File: src/rtl/mandel_pixel_sequencer_pkg.sv
// Shared types and constants for the Mandelbrot pixel sequencer.
// C values are signed Q4.28 words streamed to the accelerator a byte at a time.
package mandel_pixel_sequencer_pkg;

   localparam int Q_W      = 32;
   localparam int Q_FRAC   = 28;
   localparam int LOAD_LEN = 8;
   localparam int K_W      = $clog2(LOAD_LEN);
   localparam int COORD_W  = 8;

   typedef logic signed [Q_W-1:0] q4_28_t;

   typedef enum logic [1:0] {
      S_IDLE,
      S_LOAD,
      S_ITER,
      S_OUT
   } state_e;

   // Byte k of {ci,cr}: cr bytes first, each word LSB first.
   function automatic logic [7:0] c_byte(
      input q4_28_t         cr,
      input q4_28_t         ci,
      input logic [K_W-1:0] k
   );
      logic [2*Q_W-1:0] c;
      c = {ci, cr};
      return c[{k, 3'b000} +: 8];
   endfunction

endpackage

File: src/rtl/mandel_pixel_sequencer_if.sv
// Accelerator byte bus plus pixel result valid/ready stream.
// master = sequencer side, slave = accelerator/consumer side.
interface mandel_pixel_sequencer_if
   import mandel_pixel_sequencer_pkg::*;
#(
   parameter int MAX_ITER_W = 8
);

   logic [7:0]            acc_data;
   logic                  acc_load_cr;
   logic                  acc_load_ci;
   logic                  acc_start;
   logic                  acc_unbounded;
   logic                  pix_valid;
   logic                  pix_ready;
   logic [MAX_ITER_W-1:0] pix_iter;
   logic [COORD_W-1:0]    pix_x;
   logic [COORD_W-1:0]    pix_y;

   modport master (
      output acc_data, acc_load_cr, acc_load_ci, acc_start,
      input  acc_unbounded,
      output pix_valid, pix_iter, pix_x, pix_y,
      input  pix_ready
   );

   modport slave (
      input  acc_data, acc_load_cr, acc_load_ci, acc_start,
      output acc_unbounded,
      input  pix_valid, pix_iter, pix_x, pix_y,
      output pix_ready
   );

endinterface

File: src/rtl/mandel_iter_counter.sv
// Escape-time counter: skips the stale flag on the first ITER cycle,
// then evaluates once per cycle until escape or the iteration limit.
module mandel_iter_counter
   import mandel_pixel_sequencer_pkg::*;
#(
   parameter int MAX_ITER_W = 8
) (
   input  logic                  clk,
   input  logic                  rst_n,
   input  logic                  clr_i,
   input  logic                  en_i,
   input  logic                  unbounded_i,
   input  logic [MAX_ITER_W-1:0] max_iter_i,
   output logic                  done_o,
   output logic [MAX_ITER_W-1:0] result_o
);

   logic                  skip_q, skip_d;
   logic [MAX_ITER_W-1:0] cnt_q, cnt_d;

   always_ff @(posedge clk or negedge rst_n) begin
      if (!rst_n) begin
         skip_q <= 1'b0;
         cnt_q  <= '0;
      end else begin
         skip_q <= skip_d;
         cnt_q  <= cnt_d;
      end
   end

   // At the limit cnt_q equals max_iter, so cnt_q is the result either way.
   always_comb begin
      skip_d   = skip_q;
      cnt_d    = cnt_q;
      done_o   = 1'b0;
      result_o = cnt_q;
      if (clr_i) begin
         skip_d = 1'b1;
         cnt_d  = '0;
      end else if (en_i) begin
         if (skip_q) begin
            skip_d = 1'b0;
         end else if (unbounded_i || cnt_q == max_iter_i) begin
            done_o = 1'b1;
         end else begin
            cnt_d = cnt_q + MAX_ITER_W'(1);
         end
      end
   end

endmodule

File: src/rtl/mandel_pixel_sequencer.sv
// Walks a frame in raster order, streams each pixel's C to the
// accelerator, waits for the escape count and hands it downstream.
module mandel_pixel_sequencer
   import mandel_pixel_sequencer_pkg::*;
#(
   parameter int MAX_ITER_W = 8
) (
   input  logic                  clk,
   input  logic                  rst_n,
   input  logic                  frame_start,
   input  logic [Q_W-1:0]        cr0,
   input  logic [Q_W-1:0]        ci0,
   input  logic [Q_W-1:0]        dcr,
   input  logic [Q_W-1:0]        dci,
   input  logic [COORD_W-1:0]    width,
   input  logic [COORD_W-1:0]    height,
   input  logic [MAX_ITER_W-1:0] max_iter,
   output logic                  busy,
   output logic                  frame_done,
   mandel_pixel_sequencer_if.master bus
);

   state_e                state_q, state_d;
   logic [K_W-1:0]        k_q, k_d;
   logic [COORD_W-1:0]    x_q, x_d, y_q, y_d;
   logic [COORD_W-1:0]    w_q, w_d, h_q, h_d;
   logic [MAX_ITER_W-1:0] max_q, max_d, iter_q, iter_d;
   q4_28_t                cr0_q, cr0_d, dcr_q, dcr_d, dci_q, dci_d;
   q4_28_t                cr_q, cr_d, ci_q, ci_d;
   logic                  done_q, done_d;

   logic                  in_load, load_last, xfer;
   logic                  last_x, last_y;
   logic                  cnt_done;
   logic [MAX_ITER_W-1:0] cnt_res;

   mandel_iter_counter #(
      .MAX_ITER_W (MAX_ITER_W)
   ) u_cnt (
      .clk         (clk),
      .rst_n       (rst_n),
      .clr_i       (load_last),
      .en_i        (state_q == S_ITER),
      .unbounded_i (bus.acc_unbounded),
      .max_iter_i  (max_q),
      .done_o      (cnt_done),
      .result_o    (cnt_res)
   );

   assign in_load   = (state_q == S_LOAD);
   assign load_last = in_load && (k_q == K_W'(LOAD_LEN - 1));
   assign xfer      = bus.pix_valid && bus.pix_ready;
   assign last_x    = (x_q == w_q - COORD_W'(1));
   assign last_y    = (y_q == h_q - COORD_W'(1));

   assign busy            = (state_q != S_IDLE);
   assign frame_done      = done_q;
   assign bus.acc_data    = in_load ? c_byte(cr_q, ci_q, k_q) : 8'h00;
   assign bus.acc_load_cr = in_load && (k_q == K_W'(3));
   assign bus.acc_load_ci = load_last;
   assign bus.acc_start   = load_last;
   assign bus.pix_valid   = (state_q == S_OUT);
   assign bus.pix_iter    = iter_q;
   assign bus.pix_x       = x_q;
   assign bus.pix_y       = y_q;

   always_ff @(posedge clk or negedge rst_n) begin
      if (!rst_n) begin
         state_q <= S_IDLE;
         k_q     <= '0;
         x_q     <= '0;
         y_q     <= '0;
         w_q     <= '0;
         h_q     <= '0;
         max_q   <= '0;
         iter_q  <= '0;
         cr0_q   <= '0;
         dcr_q   <= '0;
         dci_q   <= '0;
         cr_q    <= '0;
         ci_q    <= '0;
         done_q  <= 1'b0;
      end else begin
         state_q <= state_d;
         k_q     <= k_d;
         x_q     <= x_d;
         y_q     <= y_d;
         w_q     <= w_d;
         h_q     <= h_d;
         max_q   <= max_d;
         iter_q  <= iter_d;
         cr0_q   <= cr0_d;
         dcr_q   <= dcr_d;
         dci_q   <= dci_d;
         cr_q    <= cr_d;
         ci_q    <= ci_d;
         done_q  <= done_d;
      end
   end

   always_comb begin
      state_d = state_q;
      k_d     = k_q;
      x_d     = x_q;
      y_d     = y_q;
      w_d     = w_q;
      h_d     = h_q;
      max_d   = max_q;
      iter_d  = iter_q;
      cr0_d   = cr0_q;
      dcr_d   = dcr_q;
      dci_d   = dci_q;
      cr_d    = cr_q;
      ci_d    = ci_q;
      done_d  = 1'b0;
      unique case (state_q)
         S_IDLE: begin
            if (frame_start) begin
               if (width == '0 || height == '0) begin
                  done_d = 1'b1;
               end else begin
                  state_d = S_LOAD;
                  k_d     = '0;
                  x_d     = '0;
                  y_d     = '0;
                  w_d     = width;
                  h_d     = height;
                  max_d   = max_iter;
                  cr0_d   = cr0;
                  dcr_d   = dcr;
                  dci_d   = dci;
                  cr_d    = cr0;
                  ci_d    = ci0;
               end
            end
         end
         S_LOAD: begin
            k_d = k_q + K_W'(1);
            if (load_last) state_d = S_ITER;
         end
         S_ITER: begin
            if (cnt_done) begin
               iter_d  = cnt_res;
               state_d = S_OUT;
            end
         end
         S_OUT: begin
            if (xfer) begin
               state_d = S_LOAD;
               k_d     = '0;
               unique case (1'b1)
                  !last_x: begin
                     x_d  = x_q + COORD_W'(1);
                     cr_d = cr_q + dcr_q;
                  end
                  last_x && !last_y: begin
                     x_d  = '0;
                     cr_d = cr0_q;
                     y_d  = y_q + COORD_W'(1);
                     ci_d = ci_q + dci_q;
                  end
                  default: begin
                     state_d = S_IDLE;
                     done_d  = 1'b1;
                  end
               endcase
            end
         end
         default: state_d = S_IDLE;
      endcase
   end

endmodule

File: src/flat_wrapper.sv
// flat-port wrapper written by rule: the top's interface ports become plain ports
module mandel_pixel_sequencer_flat import mandel_pixel_sequencer_pkg::*;
#(
   parameter int MAX_ITER_W = 8
)
  (clk, rst_n, frame_start, cr0, ci0, dcr, dci, width, height, max_iter, busy, frame_done, bus_acc_data, bus_acc_load_cr, bus_acc_load_ci, bus_acc_start, bus_acc_unbounded, bus_pix_valid, bus_pix_iter, bus_pix_x, bus_pix_y, bus_pix_ready);
  mandel_pixel_sequencer_if #(.MAX_ITER_W(MAX_ITER_W)) bus_i ();
  input  logic clk;
  input  logic rst_n;
  input  logic frame_start;
  input  logic [Q_W-1:0] cr0;
  input  logic [Q_W-1:0] ci0;
  input  logic [Q_W-1:0] dcr;
  input  logic [Q_W-1:0] dci;
  input  logic [COORD_W-1:0] width;
  input  logic [COORD_W-1:0] height;
  input  logic [MAX_ITER_W-1:0] max_iter;
  output logic busy;
  output logic frame_done;
  output wire logic [$bits(bus_i.acc_data)-1:0] bus_acc_data;
  output wire logic [$bits(bus_i.acc_load_cr)-1:0] bus_acc_load_cr;
  output wire logic [$bits(bus_i.acc_load_ci)-1:0] bus_acc_load_ci;
  output wire logic [$bits(bus_i.acc_start)-1:0] bus_acc_start;
  input wire logic [$bits(bus_i.acc_unbounded)-1:0] bus_acc_unbounded;
  output wire logic [$bits(bus_i.pix_valid)-1:0] bus_pix_valid;
  output wire logic [$bits(bus_i.pix_iter)-1:0] bus_pix_iter;
  output wire logic [$bits(bus_i.pix_x)-1:0] bus_pix_x;
  output wire logic [$bits(bus_i.pix_y)-1:0] bus_pix_y;
  input wire logic [$bits(bus_i.pix_ready)-1:0] bus_pix_ready;
  assign bus_acc_data = bus_i.acc_data;
  assign bus_acc_load_cr = bus_i.acc_load_cr;
  assign bus_acc_load_ci = bus_i.acc_load_ci;
  assign bus_acc_start = bus_i.acc_start;
  assign bus_i.acc_unbounded = bus_acc_unbounded;
  assign bus_pix_valid = bus_i.pix_valid;
  assign bus_pix_iter = bus_i.pix_iter;
  assign bus_pix_x = bus_i.pix_x;
  assign bus_pix_y = bus_i.pix_y;
  assign bus_i.pix_ready = bus_pix_ready;
  mandel_pixel_sequencer #(.MAX_ITER_W(MAX_ITER_W)) u_core (.clk(clk), .rst_n(rst_n), .frame_start(frame_start), .cr0(cr0), .ci0(ci0), .dcr(dcr), .dci(dci), .width(width), .height(height), .max_iter(max_iter), .busy(busy), .frame_done(frame_done), .bus(bus_i));
endmodule
File: config.mk
export PLATFORM = sky130hd
export DESIGN_NAME = mandel_pixel_sequencer_flat
export DESIGN_NICKNAME = d
export VERILOG_FILES = /design/src/rtl/mandel_pixel_sequencer_pkg.sv /design/src/rtl/mandel_pixel_sequencer_if.sv /design/src/rtl/mandel_iter_counter.sv /design/src/rtl/mandel_pixel_sequencer.sv /design/src/flat_wrapper.sv
export SDC_FILE = /design/constraint.sdc
export NUM_CORES = 1
export LEC_CHECK = 0
export ABC_AREA = 1
export CAP_MARGIN = 20
export CELL_PAD_IN_SITES_DETAIL_PLACEMENT = 1
export CELL_PAD_IN_SITES_GLOBAL_PLACEMENT = 1
export CORE_MARGIN = 2
export CORE_UTILIZATION = 41
export DETAILED_ROUTE_END_ITERATION = 16
export MAX_ROUTING_LAYER = met4
export PLACE_DENSITY_LB_ADDON = 0.1
export SYNTH_ARGS = -nofsm -noshare
export SYNTH_HDL_FRONTEND = slang
export SYNTH_SLANG_ARGS = --single-unit
export TNS_END_PERCENT = 20
File: constraint.sdc
create_clock -name clk -period 2.6 [get_ports clk]
set_clock_uncertainty 0.2 [all_clocks]
set_input_delay 0.52 -clock clk [delete_from_list [all_inputs] [get_ports clk]]
set_output_delay 0.52 -clock clk [all_outputs]
set_load 0.02 [all_outputs]
# --- Yosys cells after proc, flatten, opt, wreduce, memory -nomap -nowiden ---
# Index checks and enable logic that the tools add are counted.
op_classes:
  eq_ne: 17
  n_reduce_logical: 23
  addsub: 8
  mux: 45
  shift: 1
  bitwise_logic: 1
op_table:
  columns: ["cell", "count"]
  rows:
  - ["two-way mux 32 bit", 7]
  - ["one-hot mux 32 bit (2 select lines)", 3]
  - ["two-way mux 8 bit", 10]
  - ["adder 32 bit", 2]
  - ["variable part select 64 x 7 -> 8 bit", 1]
  - ["one-hot mux 8 bit (2 select lines)", 3]
  - ["adder 8 x 1 -> 8 bit, second input constant", 3]
  - ["equality test 8 bit", 3]
  - ["logical NOT 8 bit", 2]
  - ["subtractor 8 x 1 -> 8 bit, second input constant", 2]
  - ["AND reduction 5 bit", 3]
  - ["!= test 2 bit, second input constant", 7]
  - ["two-way mux 1 bit", 11]
  - ["two-way mux 2 bit", 5]
  - ["two-way mux 3 bit", 3]
  - ["one-hot mux 3 bit (3 select lines)", 1]
  - ["one-hot mux 2 bit (4 select lines)", 1]
  - ["AND reduction 3 bit", 2]
  - ["nonzero test 2 bit", 3]
  - ["equality test 2 bit, second input constant", 2]
  - ["logical AND 1 bit", 4]
  - ["AND reduction 4 bit", 1]
  - ["adder 3 x 1 -> 3 bit, second input constant", 1]
  - ["equality test 3 x 2 -> 1 bit, second input constant", 1]
  - ["12 further kinds", 14]
word_totals:
  out_inout_bits: 38
  inputBits: 157
  word_cells: 111
  register_bits: 223

# --- Longest topological paths before layout ---
logic_depth:
  depth_word: 8
  mapped_depth: 17
  depth_no_buf: 17

# --- Cells and area by module ---
# A second synthesis with hierarchy kept.
hier_totals:
  hier_cells: 2323
  area_unflattened_um2: 16044.1
modules_own_cells:
  columns: ["module", "instances", "cells_each", "seq_area_each_um2", "area_per_inst_um2"]
  rows:
  - ["mandel_pixel_sequencer", 1, 2226, 5355.1, 15376.0]
  - ["mandel_iter_counter", 1, 97, 225.2, 668.1]

# --- Worst setup path before layout ---
# OpenSTA, ideal clock, no wires.
synth_timing:
  path_kind: "register -> output"
  start: "register u_core.k_q[1]"
  end: "output bus_acc_data[6]"
  setup_slack_ns: 0.283
  required_time_ns: 1.880
  n_path_buf: 2
  path_stages_with_launch: 8
  t_arrival_ns: 1.597
  cell_sequence: "dfrtp_1 > clkbuf_1 > inv_1 > clkbuf_1 > o21ai_0 > o22ai_1 > o21ai_0 > a31oi_1"
synth_between:
  elab_chain_cells: 2
synth_rtl:
  columns: ["item", "line", "rtl"]
  rows:
  - ["start, declared", "mandel_pixel_sequencer.sv:24", "logic [K_W-1:0] k_q, k_d;"]
  - ["start signal, assigned", "mandel_pixel_sequencer.sv:85", "k_q <= k_d;"]
  - ["variable part select 64 x 7 -> 8 bit", "mandel_pixel_sequencer_pkg.sv:28", "return c[{k, 3'b000} +: 8];"]
  - ["two-way mux 8 bit", "mandel_pixel_sequencer.sv:58", "assign bus.acc_data = in_load ? c_byte(cr_q, ci_q, k_q) : 8'h00;"]
  - ["end, declared", "flat_wrapper.sv:20", "output wire logic [$bits(bus_i.acc_data)-1:0] bus_acc_data;"]
# Every way passes these cells.

# --- Worst setup path in the final report ---
layout_timing:
  start: "register u_core.k_q[1]"
  end: "output bus_acc_data[4]"
# The elaborated chain is that of the path after synthesis.

==> impl_metrics.prom <==
# TYPE chip_impl_metric gauge
chip_impl_info{name="status",value="finished with violations"} 1
chip_impl_info{name="violations_in_the_final_reports",value="setup timing"} 1
chip_impl_metric{name="syn-instance-count",unit=""} 2327
chip_impl_metric{name="route.vias.total",unit=""} 16669
chip_impl_info{name="timing.critical_path.max_delay_family",value="flip-flops"} 1
chip_impl_metric{name="rows",unit=""} 72
chip_impl_metric{name="fin_tns_setup",unit="ns"} -1.54
chip_impl_info{name="rsz0062_at_grt",value="true"} 1
chip_impl_metric{name="worst-endpoint-required",unit="ns"} 1.88
chip_impl_info{name="synth-main-ff-cell",value="sky130_fd_sc_hd__dfrtp_1"} 1
chip_impl_info{name="regToRegEndpoint",value="u_core.cr_q[30]"} 1
chip_impl_metric{name="pin_count",unit=""} 195
chip_impl_metric{name="setup.reg_to_reg.worst_slack",unit="ns"} 0.07
chip_impl_metric{name="maxSlewViolCount",unit=""} 0
chip_impl_info{name="worstSetupPathType",value="reg2out"} 1
chip_impl_metric{name="dp_hpwl",unit="um"} 48100
chip_impl_info{name="critPathCaptureType",value="output pin"} 1
chip_impl_metric{name="buffer_ports.inserted",unit=""} 194
chip_impl_metric{name="clk-insertion-delay-late",unit="ns"} 0.58
chip_impl_metric{name="power_per_cell_area",unit="nW/um^2"} 1560
chip_impl_metric{name="fillers",unit=""} 4911
chip_impl_info{name="timing.hold.worst.class",value="reg2reg"} 1
chip_impl_metric{name="ant_nets",unit=""} 0
chip_impl_metric{name="timing.hold.worst_path_depth",unit=""} 2
chip_impl_metric{name="syn_area_per_cell",unit="um^2"} 6.90
chip_impl_metric{name="synth_xor_xnor_area_share",unit="%"} 3.22
chip_impl_info{name="timing.hold.worst_endpoint",value="u_core.bus.pix_iter[6]"} 1
chip_impl_metric{name="maximum_clock_insertion_buffer_count",unit=""} 3
chip_impl_metric{name="critical_path_fanout_max",unit=""} 8
chip_impl_metric{name="h-tree-depth",unit=""} 1
chip_impl_metric{name="clk_pin_slew_worst_paths",unit="ns"} 0.06
chip_impl_info{name="critPathSlowestCell",value="sky130_fd_sc_hd__dfrtp_2"} 1
chip_impl_metric{name="adder_cell_share_of_the_synthesized_area",unit="%"} 6.10
chip_impl_metric{name="tritoncts.num_buffers",unit=""} 28
chip_impl_metric{name="first_pass_grt_wire_length",unit="um"} 98000
chip_impl_info{name="cts_tree",value="done"} 1
chip_impl_metric{name="die_h",unit="um"} 202
chip_impl_metric{name="muxShareOfSynthArea",unit="%"} 5.19
chip_impl_metric{name="detailedRoute.firstIterationViolations",unit=""} 824
chip_impl_metric{name="syn2layout_area_growth",unit="%"} 31.7
chip_impl_metric{name="fin_crit_sh",unit="%"} 109
chip_impl_metric{name="synth-edff-count",unit=""} 0
chip_impl_metric{name="number_of_antenna_violations_at_the_first_check_in_global_routing",unit=""} 1
chip_impl_metric{name="globalRoute.totalOverflow",unit=""} 0
chip_impl_metric{name="asyncSetResetFlopFracSynth",unit="%"} 100
chip_impl_metric{name="post_synth_and_or_nand_nor_area_fraction",unit="%"} 31.0
chip_impl_metric{name="coreArea",unit="um^2"} 38600
chip_impl_metric{name="timing.hold.ws",unit="ns"} 0.281
chip_impl_metric{name="finalWeightedCongestion",unit=""} 0.942
chip_impl_info{name="crit_path_launch_type",value="register"} 1
chip_impl_metric{name="worst_max_slew_pin_slew",unit="ns"} 0.794
chip_impl_metric{name="final_critical_path_setup_slack",unit="ns"} -0.235
chip_impl_metric{name="wirelength",unit="um"} 63600
chip_impl_metric{name="first_global_vias",unit=""} 17718
chip_impl_metric{name="final_nets",unit=""} 2853
chip_impl_metric{name="cpPeakStageDelay",unit="ns"} 0.48
chip_impl_metric{name="critPathArrivalTime",unit="ns"} 2.11
chip_impl_info{name="r2r-start",value="u_core.dcr_q[0]"} 1
chip_impl_metric{name="p_leak",unit="nW"} 10.6
chip_impl_metric{name="gr-usage-all-layers",unit="%"} 31.4
chip_impl_metric{name="cts.sinks",unit=""} 223
chip_impl_metric{name="viasPerCell",unit=""} 5.28
chip_impl_metric{name="layout_min_cycle_time",unit="ns"} 2.83
chip_impl_metric{name="synthesized_area_fraction_occupied_by_ao_oa_aoi_and_oai_cells",unit="%"} 10.4
chip_impl_metric{name="p_total",unit="mW"} 32.9
chip_impl_metric{name="final_cell_area",unit="um^2"} 21100
chip_impl_metric{name="slew-limit-headroom",unit="%"} 47.1
chip_impl_metric{name="grt_max_degree",unit=""} 63
chip_impl_metric{name="yosysUniqueCellTypes",unit=""} 43
chip_impl_metric{name="die_width",unit="um"} 202
chip_impl_metric{name="syn_area",unit="um^2"} 16100
chip_impl_metric{name="initial_utilization",unit="%"} 41.5
chip_impl_metric{name="routedWlPerCell",unit="um"} 20.1
chip_impl_metric{name="drive_gt1_share",unit="%"} 14.9
chip_impl_metric{name="worstRegToRegCells",unit=""} 16
chip_impl_metric{name="dieArea",unit="um^2"} 40700
chip_impl_metric{name="dp_worst_setup_slack",unit="ns"} -0.366
chip_impl_metric{name="yosys_warnings",unit=""} 0
chip_impl_metric{name="drc_errors",unit=""} 0
chip_impl_info{name="cell_breakdown_of_the_critical_path",value="clkinvlp_4, nor2_1, o21ai_0, a31oi_1, buf_12"} 1
chip_impl_metric{name="cp.buffers_inverters",unit=""} 2
chip_impl_metric{name="synth_seq_cells",unit=""} 223
chip_impl_metric{name="synth_sequential_area_ratio",unit="%"} 34.8
chip_impl_info{name="synth_top_family_by_area",value="simple AND/OR/NAND/NOR gates"} 1
chip_impl_metric{name="mappedNetlistNets",unit=""} 2561
chip_impl_metric{name="maxClockFrequency",unit="MHz"} 353
chip_impl_info{name="hold_start",value="u_core.bus.pix_iter[6]"} 1
chip_impl_metric{name="drt-pass1-iter-count",unit=""} 5
chip_impl_metric{name="setup-violations-final",unit=""} 10
chip_impl_metric{name="hold_viol",unit=""} 0
chip_impl_metric{name="placed_area",unit="um^2"} 19400
chip_impl_metric{name="number_of_maximum_capacitance_constraint_violations",unit=""} 0
chip_impl_metric{name="worst_ir_drop_vdd",unit="mV"} 0.683
chip_impl_info{name="clock-root-buffer",value="sky130_fd_sc_hd__clkbuf_16"} 1
## metal layers
metal	share of wire [%]	GRT usage [%]	up-vias
met5	0	-	-
met4	3.7	11.2	0
met3	3.7	3.82	106
met2	49	52.9	347
met1	43	38.8	8201
li1	-	-	8015
## cell type report
cell class	instances	area, um^2	share of cell area [%]
multi-input cells	1739	9360	44.3
well taps	518	648	3.07
inverters	285	1090	5.17
diodes	1	2.50	0.0118
repair buffers	341	3440	16.3
repair inverters	1	7.51	0.0355
clock buffers	38	810	3.83
clock inverters	13	196	0.929
flip-flops and latches	223	5590	26.4
## logic make-up after synthesis
| logic type | count (synthesis) |
|---|---|
| buffers and inverters | 365 |
| XOR/XNOR | 59 |
| adder cells (fa/ha/maj) | 77 |
| AO/OA/AOI/OAI | 324 |
| AND/OR/NAND/NOR | 1205 |
| multiplexers | 74 |
| flip-flops | 223 |
## power by group
group / leakage [nW] / switching, mW / internal, mW
clock: 0.497 / 1.65 / 2.66
combinational: 7.44 / 13.4 / 8.48
sequential: 2.71 / 1.68 / 5.06
total: 10.6 / 16.7 / 16.2
## synthesized netlist by cell type (2+ instances only)
master                     count  area share (%)
sky130_fd_sc_hd__clkbuf_1     43             1.0
sky130_fd_sc_hd__or2_2         3            0.12
sky130_fd_sc_hd__o21bai_1      2           0.094
sky130_fd_sc_hd__mux2_2       74             5.2
sky130_fd_sc_hd__buf_1         2           0.047
sky130_fd_sc_hd__xnor2_1      34             1.9
sky130_fd_sc_hd__fa_1          2            0.25
sky130_fd_sc_hd__xor2_1       25             1.4
sky130_fd_sc_hd__inv_1       280             6.5
sky130_fd_sc_hd__o21ai_1      14            0.44
sky130_fd_sc_hd__a21oi_1     140             4.4
sky130_fd_sc_hd__nand2_1     762              18
sky130_fd_sc_hd__nor2_1      224             5.2
sky130_fd_sc_hd__buf_4         2           0.094
sky130_fd_sc_hd__nor3_1       16            0.50
sky130_fd_sc_hd__nand2_2       5            0.19
sky130_fd_sc_hd__o21ai_0     142             4.4
sky130_fd_sc_hd__o22ai_1      10            0.39
sky130_fd_sc_hd__a21boi_0      4            0.19
sky130_fd_sc_hd__ha_1         75             5.8
sky130_fd_sc_hd__dfrtp_1     223              35
sky130_fd_sc_hd__nor2_2        5            0.19
sky130_fd_sc_hd__nand3b_1     19            0.89
sky130_fd_sc_hd__a31oi_1       9            0.35
sky130_fd_sc_hd__and2_1        7            0.27
sky130_fd_sc_hd__nor4_1        7            0.27
sky130_fd_sc_hd__inv_2         3           0.070
sky130_fd_sc_hd__clkbuf_2      3           0.094
sky130_fd_sc_hd__a31o_2        2            0.11
sky130_fd_sc_hd__nand4_1      34             1.3
sky130_fd_sc_hd__buf_6        11            0.77
sky130_fd_sc_hd__nand3_1     116             3.6
sky130_fd_sc_hd__buf_2        19            0.59
## worst max-delay path by stage
stage / start / to / slack (ns) / cells past startpoint
floorplan: u_core.k_q[1] / bus_acc_data[6] / 0.28 / 7
global placement: height[1] / u_core.dcr_q[2] / -0.28 / 9
detailed placement: height[1] / u_core.dcr_q[20] / -0.37 / 9
CTS: u_core.k_q[1] / bus_acc_data[2] / -0.18 / 6
global route: u_core.k_q[1] / bus_acc_data[4] / -0.34 / 5
finish: u_core.k_q[1] / bus_acc_data[4] / -0.23 / 5
## placed cells by master, fill, tap and decap left out, types with 6 or more instances in the layout
cell type                         instances
sky130_fd_sc_hd__clkbuf_16               34
sky130_fd_sc_hd__nand3b_1                19
sky130_fd_sc_hd__clkdlybuf4s50_1        180
sky130_fd_sc_hd__mux2_2                  74
sky130_fd_sc_hd__nor4_1                   6
sky130_fd_sc_hd__clkinv_2                 6
sky130_fd_sc_hd__o21ai_0                123
sky130_fd_sc_hd__nand2_4                  6
sky130_fd_sc_hd__nor2_4                   7
sky130_fd_sc_hd__xnor2_1                 33
sky130_fd_sc_hd__ha_2                    10
sky130_fd_sc_hd__nand2_1                741
sky130_fd_sc_hd__nand2_2                 18
sky130_fd_sc_hd__buf_12                  18
sky130_fd_sc_hd__nand4_1                 34
sky130_fd_sc_hd__a21oi_2                  8
sky130_fd_sc_hd__xor2_1                  25
sky130_fd_sc_hd__o21ai_1                 31
sky130_fd_sc_hd__inv_1                  272
sky130_fd_sc_hd__inv_2                    9
sky130_fd_sc_hd__buf_4                  118
sky130_fd_sc_hd__dfrtp_1                218
sky130_fd_sc_hd__a21oi_1                132
sky130_fd_sc_hd__o22ai_1                  9
sky130_fd_sc_hd__a31oi_1                  8
sky130_fd_sc_hd__and2_1                   7
sky130_fd_sc_hd__nor2_2                  15
sky130_fd_sc_hd__nand3_1                110
sky130_fd_sc_hd__ha_1                    60
sky130_fd_sc_hd__nor3_1                  15
sky130_fd_sc_hd__nand3_2                  7
sky130_fd_sc_hd__nor2_1                 208
sky130_fd_sc_hd__buf_6                    8
## registers in the layout (all words and copies together) (netlist names), 3 cells and up
| register | flops |
|---|---|
| u_core.bus.pix_iter | 8 |
| u_core.bus.pix_x | 8 |
| u_core.bus.pix_y | 8 |
| u_core.ci_q | 32 |
| u_core.cr0_q | 32 |
| u_core.cr_q | 32 |
| u_core.dci_q | 32 |
| u_core.dcr_q | 32 |
| u_core.h_q | 8 |
| u_core.k_q | 3 |
| u_core.max_q | 8 |
| u_core.u_cnt.result_o | 8 |
| u_core.w_q | 8 |
## worst min-delay path, stage by stage (launching register included)
cell                      delay (ns)
sky130_fd_sc_hd__dfrtp_1        0.34
sky130_fd_sc_hd__nand2_1        0.05
sky130_fd_sc_hd__o21ai_0        0.06
## per-stage QoR
| step | util [%] | cells |
|---|---|---|
| after floorplan | - | 2327 |
| after global routing | 54.7 | 3159 |
| after global placement | 50.1 | 3080 |
| after CTS | 53.1 | 3136 |
| after detailed placement | 50.1 | 3080 |
| final | 54.7 | 3159 |
## what timing repair did
item | 4_1_cts | 5_1_grt
setup endpoints to repair | 27 | 92
buffers inserted | 3 | 16
hold endpoints to repair | 54 | 0
pin swaps | 6 | 36
hold buffers | 1 | 0
cloned | 1 | 6
resized for setup | 45 | 115
No activity file was read; power rests on OpenSTA's default activity.
